--- config.mk ---
export PLATFORM = sky130hd
export DESIGN_NAME = seq_det_scheduler
export DESIGN_NICKNAME = d
export VERILOG_FILES = /design/src/rtl/seq_det_pkg.sv /design/src/rtl/seq_det_rr_arb.sv /design/src/rtl/seq_det_scheduler.sv
export SDC_FILE = /design/constraint.sdc
export NUM_CORES = 1
export LEC_CHECK = 0
export BUFFER_PORTS_ARGS = -buffer_cell sky130_fd_sc_hd__buf_2
export CAP_MARGIN = 25
export CORE_ASPECT_RATIO = 0.7
export CORE_MARGIN = 2
export CORE_UTILIZATION = 36
export DETAILED_ROUTE_END_ITERATION = 7
export PLACE_DENSITY = 0.56
export SLEW_MARGIN = 20
export SYNTH_ARGS = -nofsm -noshare
export SYNTH_HDL_FRONTEND = slang
export SYNTH_HIERARCHICAL = 1
export SYNTH_SLANG_ARGS = --single-unit
--- constraint.sdc ---
create_clock -name clk -period 8.02 [get_ports clk]
set_input_delay 1.203 -clock clk [delete_from_list [all_inputs] [get_ports clk]]
set_output_delay 1.203 -clock clk [all_outputs]
set_load 0.02 [all_outputs]
--- src/rtl/seq_det_pkg.sv ---
// Shared types and the "10011" detector step function for seq_det_scheduler.
// Contents:
//   det_state_t   - detector states S0..S4 (S4 = "1001" seen)
//   ctl_state_t   - controller states IDLE / SHIFT / RESP
//   seq_det_step  - one detector step; returns {next_state[2:0], hit}
package seq_det_pkg;

  typedef enum logic [2:0] {
    S0 = 3'd0,
    S1 = 3'd1,
    S2 = 3'd2,
    S3 = 3'd3,
    S4 = 3'd4
  } det_state_t;

  typedef enum logic [1:0] {
    IDLE  = 2'd0,
    SHIFT = 2'd1,
    RESP  = 2'd2
  } ctl_state_t;

  // Overlapping Mealy detector. An illegal encoding steps back to S0.
  function automatic logic [3:0] seq_det_step(input logic [2:0] state, input logic x);
    logic [2:0] nxt;
    logic       hit;
    nxt = S0;
    hit = 1'b0;
    case (state)
      S0:      nxt = x ? S1 : S0;
      S1:      nxt = x ? S1 : S2;
      S2:      nxt = x ? S1 : S3;
      S3:      nxt = x ? S4 : S0;
      S4: begin
        nxt = x ? S1 : S2;
        hit = x;
      end
      default: nxt = S0;
    endcase
    return {nxt, hit};
  endfunction

endpackage

--- src/rtl/seq_det_rr_arb.sv ---
// Round-robin arbiter for seq_det_scheduler.
// Ports:
//   req   - request vector
//   ptr   - highest-priority index this round
//   grant - one-hot grant (all zero when no request)
//   idx   - index of the granted requester
module seq_det_rr_arb #(
  parameter int NUM_REQ = 4
) (
  input  logic [NUM_REQ-1:0]         req,
  input  logic [$clog2(NUM_REQ)-1:0] ptr,
  output logic [NUM_REQ-1:0]         grant,
  output logic [$clog2(NUM_REQ)-1:0] idx
);

  localparam int IDX_W = $clog2(NUM_REQ);

  logic [IDX_W-1:0] cand;
  logic             found;

  // Scan from ptr upward with wrap; the first active request wins.
  always_comb begin
    grant = '0;
    idx   = '0;
    cand  = '0;
    found = 1'b0;
    for (int i = 0; i < NUM_REQ; i++) begin
      cand = IDX_W'((int'(ptr) + i) % NUM_REQ);
      if (!found && req[cand]) begin
        found       = 1'b1;
        idx         = cand;
        grant[cand] = 1'b1;
      end
    end
  end

endmodule

--- src/rtl/seq_det_scheduler.sv ---
// Round-robin scheduler sharing one "10011" detector among NUM_REQ serial
// requesters. Each channel keeps its own detector context, so patterns that
// straddle consecutive words of one channel are still found.
// Ports:
//   clk, reset            - clock, asynchronous active-high reset
//   req_valid/req_ready   - per-requester handshake (req_ready one-hot, IDLE only)
//   req_data              - word i at [i*DATA_W +: DATA_W], shifted MSB first
//   clr_ctx               - per-channel clear of saved detector state
//   rsp_valid/rsp_ready   - response handshake
//   rsp_id, rsp_count     - channel and number of detections in that word
import seq_det_pkg::*;

module seq_det_scheduler #(
  parameter int NUM_REQ = 4,
  parameter int DATA_W  = 8,
  parameter int CNT_W   = 4
) (
  input  logic                         clk,
  input  logic                         reset,
  input  logic [NUM_REQ-1:0]           req_valid,
  input  logic [NUM_REQ*DATA_W-1:0]    req_data,
  output logic [NUM_REQ-1:0]           req_ready,
  input  logic [NUM_REQ-1:0]           clr_ctx,
  output logic                         rsp_valid,
  input  logic                         rsp_ready,
  output logic [$clog2(NUM_REQ)-1:0]   rsp_id,
  output logic [CNT_W-1:0]             rsp_count
);

  localparam int IDX_W  = $clog2(NUM_REQ);
  localparam int BCNT_W = $clog2(DATA_W + 1);

  ctl_state_t        state;
  logic [IDX_W-1:0]  rr_ptr;
  logic [IDX_W-1:0]  cur;
  logic [DATA_W-1:0] shreg;
  logic [2:0]        work;
  logic [CNT_W-1:0]  count;
  logic [BCNT_W-1:0] bit_cnt;
  logic [2:0]        ctx [NUM_REQ];

  logic [DATA_W-1:0]  words [NUM_REQ];
  logic [NUM_REQ-1:0] arb_grant;
  logic [IDX_W-1:0]   arb_idx;
  logic               accept;
  logic [3:0]         step;
  logic [2:0]         nxt;
  logic               hit;
  logic               last_bit;
  logic               wb_en;

  always_comb begin
    for (int i = 0; i < NUM_REQ; i++) begin
      words[i] = req_data[i*DATA_W +: DATA_W];
    end
  end

  seq_det_rr_arb #(.NUM_REQ(NUM_REQ)) u_arb (
    .req   (req_valid),
    .ptr   (rr_ptr),
    .grant (arb_grant),
    .idx   (arb_idx)
  );

  // Grant is only offered while idle; masked during reset so nothing is
  // advertised before the controller is running.
  assign req_ready = (state == IDLE && !reset) ? arb_grant : '0;
  assign accept    = |(req_valid & req_ready);

  assign step     = seq_det_step(work, shreg[DATA_W-1]);
  assign nxt      = step[3:1];
  assign hit      = step[0];
  assign last_bit = (bit_cnt == '0);
  assign wb_en    = (state == SHIFT) && last_bit;

  always_ff @(posedge clk or posedge reset) begin
    if (reset) begin
      state     <= IDLE;
      rr_ptr    <= '0;
      cur       <= '0;
      shreg     <= '0;
      work      <= S0;
      count     <= '0;
      bit_cnt   <= '0;
      rsp_valid <= 1'b0;
      rsp_id    <= '0;
      rsp_count <= '0;
    end else begin
      case (state)
        IDLE: begin
          if (accept) begin
            cur     <= arb_idx;
            shreg   <= words[arb_idx];
            work    <= ctx[arb_idx];
            count   <= '0;
            bit_cnt <= BCNT_W'(DATA_W - 1);
            state   <= SHIFT;
          end
        end
        SHIFT: begin
          work    <= nxt;
          count   <= count + CNT_W'(hit);
          shreg   <= shreg << 1;
          bit_cnt <= bit_cnt - BCNT_W'(1);
          if (last_bit) begin
            rr_ptr    <= (cur == IDX_W'(NUM_REQ - 1)) ? '0 : cur + IDX_W'(1);
            rsp_id    <= cur;
            rsp_count <= count + CNT_W'(hit);
            state     <= RESP;
          end
        end
        RESP: begin
          // rsp_valid rises one cycle after entry, then waits for the consumer.
          if (!rsp_valid) begin
            rsp_valid <= 1'b1;
          end else if (rsp_ready) begin
            rsp_valid <= 1'b0;
            state     <= IDLE;
          end
        end
        default: begin
          state     <= IDLE;
          work      <= S0;
          rsp_valid <= 1'b0;
        end
      endcase
    end
  end

  // Context store. A clear beats the writeback of the same channel; a clear
  // mid-word only touches the stored copy, never the working state.
  always_ff @(posedge clk or posedge reset) begin
    if (reset) begin
      for (int i = 0; i < NUM_REQ; i++) ctx[i] <= S0;
    end else begin
      for (int i = 0; i < NUM_REQ; i++) begin
        if (clr_ctx[i]) begin
          ctx[i] <= S0;
        end else if (wb_en && cur == IDX_W'(i)) begin
          ctx[i] <= nxt;
        end
      end
    end
  end

endmodule

# [Word-level counts from Yosys, hierarchy flattened]
# Index checks and enable logic that the tools add are counted.
[classes] n_lt_le_gt_ge=9 bitwise_logic=6 n_addsub=6 mux=65 n_reduce_logical=34 eq_ne=13
[ops] cell="3-bit two-way mux" count=12
[ops] cell="4-bit two-way mux" count=7
[ops] cell="8-bit two-way mux" count=3
[ops] cell="2-bit two-way mux" count=11
[ops] cell="8-bit binary-select mux with 2-bit select" count=1
[ops] cell="4-bit one-hot mux with 2 select lines" count=2
[ops] cell="8-bit one-hot mux with 2 select lines" count=1
[ops] cell="1-bit two-way mux" count=15
[ops] cell="1-bit logical AND" count=13
[ops] cell="2-bit by 3-bit less-than comparator with 1-bit output, second input constant" count=4
[ops] cell="4-bit OR" count=3
[ops] cell="3-bit one-hot mux with 4 select lines" count=1
[ops] cell="2-bit nonzero test" count=5
[ops] cell="3-bit one-hot mux with 3 select lines" count=1
[ops] cell="1-bit binary-select mux with 2-bit select" count=4
[ops] cell="1-bit demux with 2-bit select" count=4
[ops] cell="2-bit by 1-bit >= comparator with 1-bit output, second input constant" count=4
[ops] cell="2-bit != test, second input constant" count=4
[ops] cell="2-bit AND reduction" count=4
[ops] cell="3-bit binary-select mux with 2-bit select" count=1
[ops] cell="2-bit == test, second input constant" count=3
[ops] cell="3-bit by 2-bit == test with 1-bit output, second input constant" count=2
[ops] cell="2-bit one-hot mux with 3 select lines" count=1
[ops] cell="2-bit by 1-bit adder with 2-bit output, second input constant" count=2
[ops] cell="other kinds (18)" count=25
[word_totals] reg_bits=44 output_inout_bits=11

# [Logic depth before layout (Yosys ltp)]
[depth] word_depth=18 ltp_mapped=14 mapped_depth_nobuf=11

# [Modules after synthesis]
# The synthesis kept the hierarchy.
[by_module_without_submodules] mod="seq_det_scheduler" n_inst=1 cells_each=231 seq_area_each_um2=1101.1 area_per_inst_um2=2343.5
[by_module_without_submodules] mod="seq_det_rr_arb" n_inst=1 cells_each=46 seq_area_each_um2=0.0 area_per_inst_um2=419.2

# [Worst setup path after synthesis]
# OpenSTA, ideal clock, no wires.
[synth_timing] path_kind="in2out" from="input req_valid[1]" to="output req_ready[1]" t_arrival_ps=2508 path_buffers=0 path_stages=6 slack_ps=4309 cell_sequence="mux4_2 nand2b_4 nor3_4 a22oi_1 o21ai_1 and2_1"
[synth_between] elab_chain_len=13 word_cells_on_any_way=25
[synth_lines] item="start: declaration" line_no="seq_det_scheduler.sv:20" source="input logic [NUM_REQ-1:0] req_valid,"
[synth_lines] item="1-bit binary-select mux with 2-bit select" line_no="seq_det_rr_arb.sv:29" source="if (!found && req[cand]) begin"
[synth_lines] item="1-bit two-way mux (not written as such)" line_no="seq_det_rr_arb.sv:29"
[synth_lines] item="1-bit two-way mux" line_no="seq_det_rr_arb.sv:29"
[synth_lines] item="1-bit zero test" line_no="seq_det_rr_arb.sv:29"
[synth_lines] item="1-bit logical AND" line_no="seq_det_rr_arb.sv:29"
[synth_lines] item="1-bit two-way mux" line_no="seq_det_rr_arb.sv:29"
[synth_lines] item="1-bit zero test" line_no="seq_det_rr_arb.sv:29"
[synth_lines] item="1-bit logical AND" line_no="seq_det_rr_arb.sv:29"
[synth_lines] item="1-bit two-way mux" line_no="seq_det_rr_arb.sv:29"
[synth_lines] item="1-bit zero test" line_no="seq_det_rr_arb.sv:29"
[synth_lines] item="1-bit logical AND" line_no="seq_det_rr_arb.sv:29"
[synth_lines] item="4-bit two-way mux *" line_no="seq_det_rr_arb.sv:29"
[synth_lines] item="named net arb_grant[1]" line_no="seq_det_scheduler.sv:43" source="logic [NUM_REQ-1:0] arb_grant;"
[synth_lines] item="4-bit two-way mux *" line_no="seq_det_scheduler.sv:67" source="assign req_ready = (state == IDLE && !reset) ? arb_grant : '0;"
[synth_lines] item="end: declaration" line_no="seq_det_scheduler.sv:22" source="output logic [NUM_REQ-1:0] req_ready,"
# The timed path passes the listed nets; every way through them passes the cells marked *. The select of a mux whose other input is x is not followed.

# [Worst setup path in the final report]
[layout_timing] from="register rr_ptr[0]" to="output req_ready[2]"
[layout_between] elab_chain_len=13 word_cells_on_any_way=48
[layout_lines] item="start: declaration" line_no="seq_det_scheduler.sv:34" source="logic [IDX_W-1:0] rr_ptr;"
[layout_lines] item="start signal: assignment" line_no="seq_det_scheduler.sv:106" source="rr_ptr <= (cur == IDX_W'(NUM_REQ - 1)) ? '0 : cur + IDX_W'(1);"
[layout_lines] item="parallel branches: the longest is 11 deep, another holds 2-bit by 3-bit less-than comparator with 1-bit output"
[layout_lines] item="4-bit two-way mux *" line_no="seq_det_rr_arb.sv:29"
[layout_lines] item="named net arb_grant[2]" line_no="seq_det_scheduler.sv:43"
[layout_lines] item="4-bit two-way mux *" line_no="seq_det_scheduler.sv:67"
# Mark *: on every way through the listed nets, which the timed path passes. The select of a mux whose other input is x is not followed.

==> run metrics <==
CTS tree done; Total Nets Final roughly 380; mux cell area share after synthesis 14.18%; final wirelength slightly below 7 mm; CP Capture Point req_ready[2]; detailed-route via count roughly 2300; I/O Buffers 53; async set-reset flop share out of synthesis between 90% and 100%; DRC errors left 0; most frequent cells in the layout 53 x buf_2, 44 x dfrtp_1, 43 x nand2_1, 21 x nand3_1, 20 x o21ai_0; area grow syn2layout 15.58%; DIE AREA roughly 8400 sq um; Worst EP arrival between 2000 and 3000 ps; Max Cap Viol 0; vias in the first global route between 2000 and 2500; Worst Setup Path Type reg -> out; Final ANT Viol Nets 0; post-synthesis compound-gate area fraction between 15 and 20%; clk buf depth 2; Max Clock Freq 244.4 MHz; pin count of the biggest net entering global routing 45; Post-synth EDFFs 0; Layout fillers 715; Post-Syn Instances about 280; reg-to-reg critical path startpoint rr_ptr[0]; R2R setup slack between 4000 and 5000 ps; post-synth cell types 41; IO Count 54; count of pins over their slew limit 0; leading cell type in the layout, fill and taps excluded buf_2; fin crit share around half; Cell Count, Final, Fillers Out between 400 and 500; dpl hpwl between 4 and 5 mm; Int Pwr roughly 0.00063 W; root cell of the clock tree clkbuf_8; CP required 6820 ps; GPL Wtd Cong 0.8397; antenna violations before repair 0; Hold WC Path Type reg -> reg; clock buffer count from CTS 5; clock-pin slew on the worst setup and hold paths about 80 ps; top cells by area, synth dfrtp_1 40%, mux4_2 11%, ha_1 5.9%; DP Cell Count about 420; Yosys top cell area share 39.86%; Synth Area in Simple Gates between 15 and 20%; Diodes inserted 0; cts hold-fix bufs 0; # setup viols final 0; die width 108.7 microns; dpl ws between 4000 and 5000 ps; switch share between 40% and 50%; htree depth 2; share of total power in combinational logic between 50% and 60%; Clock Skew 12.70 ps; yosys warns 6; Post-DP Area 3099 sq um; Max rail drop VDD between 150 and 200 uV; Leakage Power about 1.4 nW; Routed WL per cell ~16 microns; fin area 3193 sq um; Worst Tran Pin Value just under 1000 ps; Post-CTS Resized 0; combinational family with the most area after synthesis simple AND/OR/NAND/NOR gates; # clock sinks 44; sequential-to-total area share from yosys stat 39.86%; Pwr Density about 360 nW/um^2; RR Endpoint work[0]; RSZ-0062 raised after global routing no; Worst setup SP type flip-flop; layout cells sized above 1 between 20% and 30%; FF+latch count, synth 44; Crit. End Element output pin; router iterations before antenna repair 4; status complete, no violations; Synth Area per Inst around 10 sq um; ys flop type dfrtp_1; Crit Path Max Fanout 15; total grt overflow 0; sequential fraction of design power 31.5%; Post-Syn Nets about 330; fin crit period approximately 4100 ps; post-route setup slack just under 4000 ps; total negative slack 0 ps; Rows 26; Initial Util 37.58%; core area between 7000 and 8000 sq um; cell taking the most area after synthesis dfrtp_1; DIE HEIGHT 77.29 microns; clock share of power between 10% and 20%; total net switching power between 0.0005 and 0.0006 W; Worst-Skew Late Latency about 300 ps; R2R cell count 10; drt initial violations roughly 130; global-route wire length before repair ~11 mm; Synth Area in Adders around 5.9%; vias per cell approximately 5.4; xor/xnor cell area share of the yosys netlist less than 1%; Worst slew margin 35.68%; Setup crit start rr_ptr[0]; Setup Fix Bufs, Post-CTS 0; post-synthesis instance area between 2000 and 3000 sq um; endpoints failing hold 0; GR Util All Layers 16.64%
==> sequential cells by signal (all words and copies together), names as in the netlist <==
name and cells:
rsp_valid 1, ctx 12, count 4, work 3, bit_cnt 4, state 2, rr_ptr 2, rsp_id 2
cur 2, shreg 8, rsp_count 4
==> through the flow <==
step | power, W | util, % | hold WS [ps]
after floorplan | 0.0008503 | - | 448.6
after global placement | 0.0009953 | 42.15 | 461.9
after detailed placement | 0.0009995 | 42.15 | 468.6
after CTS | 0.001147 | 43.43 | 490.1
after global routing | 0.001234 | 43.43 | 511.8
final | 0.001141 | 43.43 | 488.4
==> layer usage <==
layer	track usage, %	share of wire, %	vias up
met3	4.082	5.7	5
met2	21.50	41	58
met1	27.35	53	1119
met5	0	0	-
li1	-	-	1113
met4	3.462	0.68	0
==> synthesized netlist by cell type, drive strengths merged (8+ instances only) <==
| library cell | n |
|---|---|
| inv | 10 |
| nor3 | 8 |
| dfrtp | 44 |
| buf | 11 |
| a21oi | 19 |
| ha | 13 |
| nand2 | 43 |
| nand3 | 21 |
| a22oi | 10 |
| nor2 | 9 |
| o21ai | 26 |
| mux4 | 15 |
==> power groups by stage <==
stage	Combinational, W	Sequential [W]	Clock, W
6_report	0.000635	0.000359	0.000146
5_1_grt	0.000705	0.000370	0.000159
4_1_cts	0.000639	0.000359	0.000149
3_5_place_dp	0.000638	0.000362	0
3_3_place_gp	0.000634	0.000361	0
2_1_floorplan	0.000495	0.000355	0
==> critical path, cell delays in order, from the launching register on <==
cell     delay, ps
dfrtp_1        740
inv_1          180
ha_1           440
mux4_2         460
nor2b_4        210
a22oi_1         90
o21ai_1        180
and2_1         140
buf_2          150
==> layout make-up <==
cell class / instances / area [sq um] / area share, %
clock buffers: 7 / 86.33 / 2.704
flip-flops and latches: 44 / 1101 / 34.48
clock inverters: 1 / 7.507 / 0.2351
inverters: 10 / 37.54 / 1.176
repair buffers: 56 / 287.8 / 9.013
multi-input cells: 209 / 1550 / 48.55
well taps: 98 / 122.6 / 3.840
==> worst min path at each step <==
stage                             from           end  slack [ps]  cells after the start
after CTS                     shreg[6]      shreg[7]         490                      2
after floorplan               shreg[2]      shreg[3]         450                      2
after detailed placement  rsp_count[0]  rsp_count[0]         470                      2
after global routing      rsp_count[3]  rsp_count[3]         510                      2
after global placement    rsp_count[0]  rsp_count[0]         460                      2
final                     rsp_count[0]  rsp_count[0]         490                      2
==> logic make-up (layout without fill, tap and decap cells) <==
logic type	count (synthesis)	count (layout)
multiplexers	20	20
buffers and inverters	24	74
AND/OR/NAND/NOR	98	98
flip-flops	44	44
XOR/XNOR	3	3
adder cells (fa/ha/maj)	13	13
AO/OA/AOI/OAI	75	75
(Power assumes the default switching activity.)
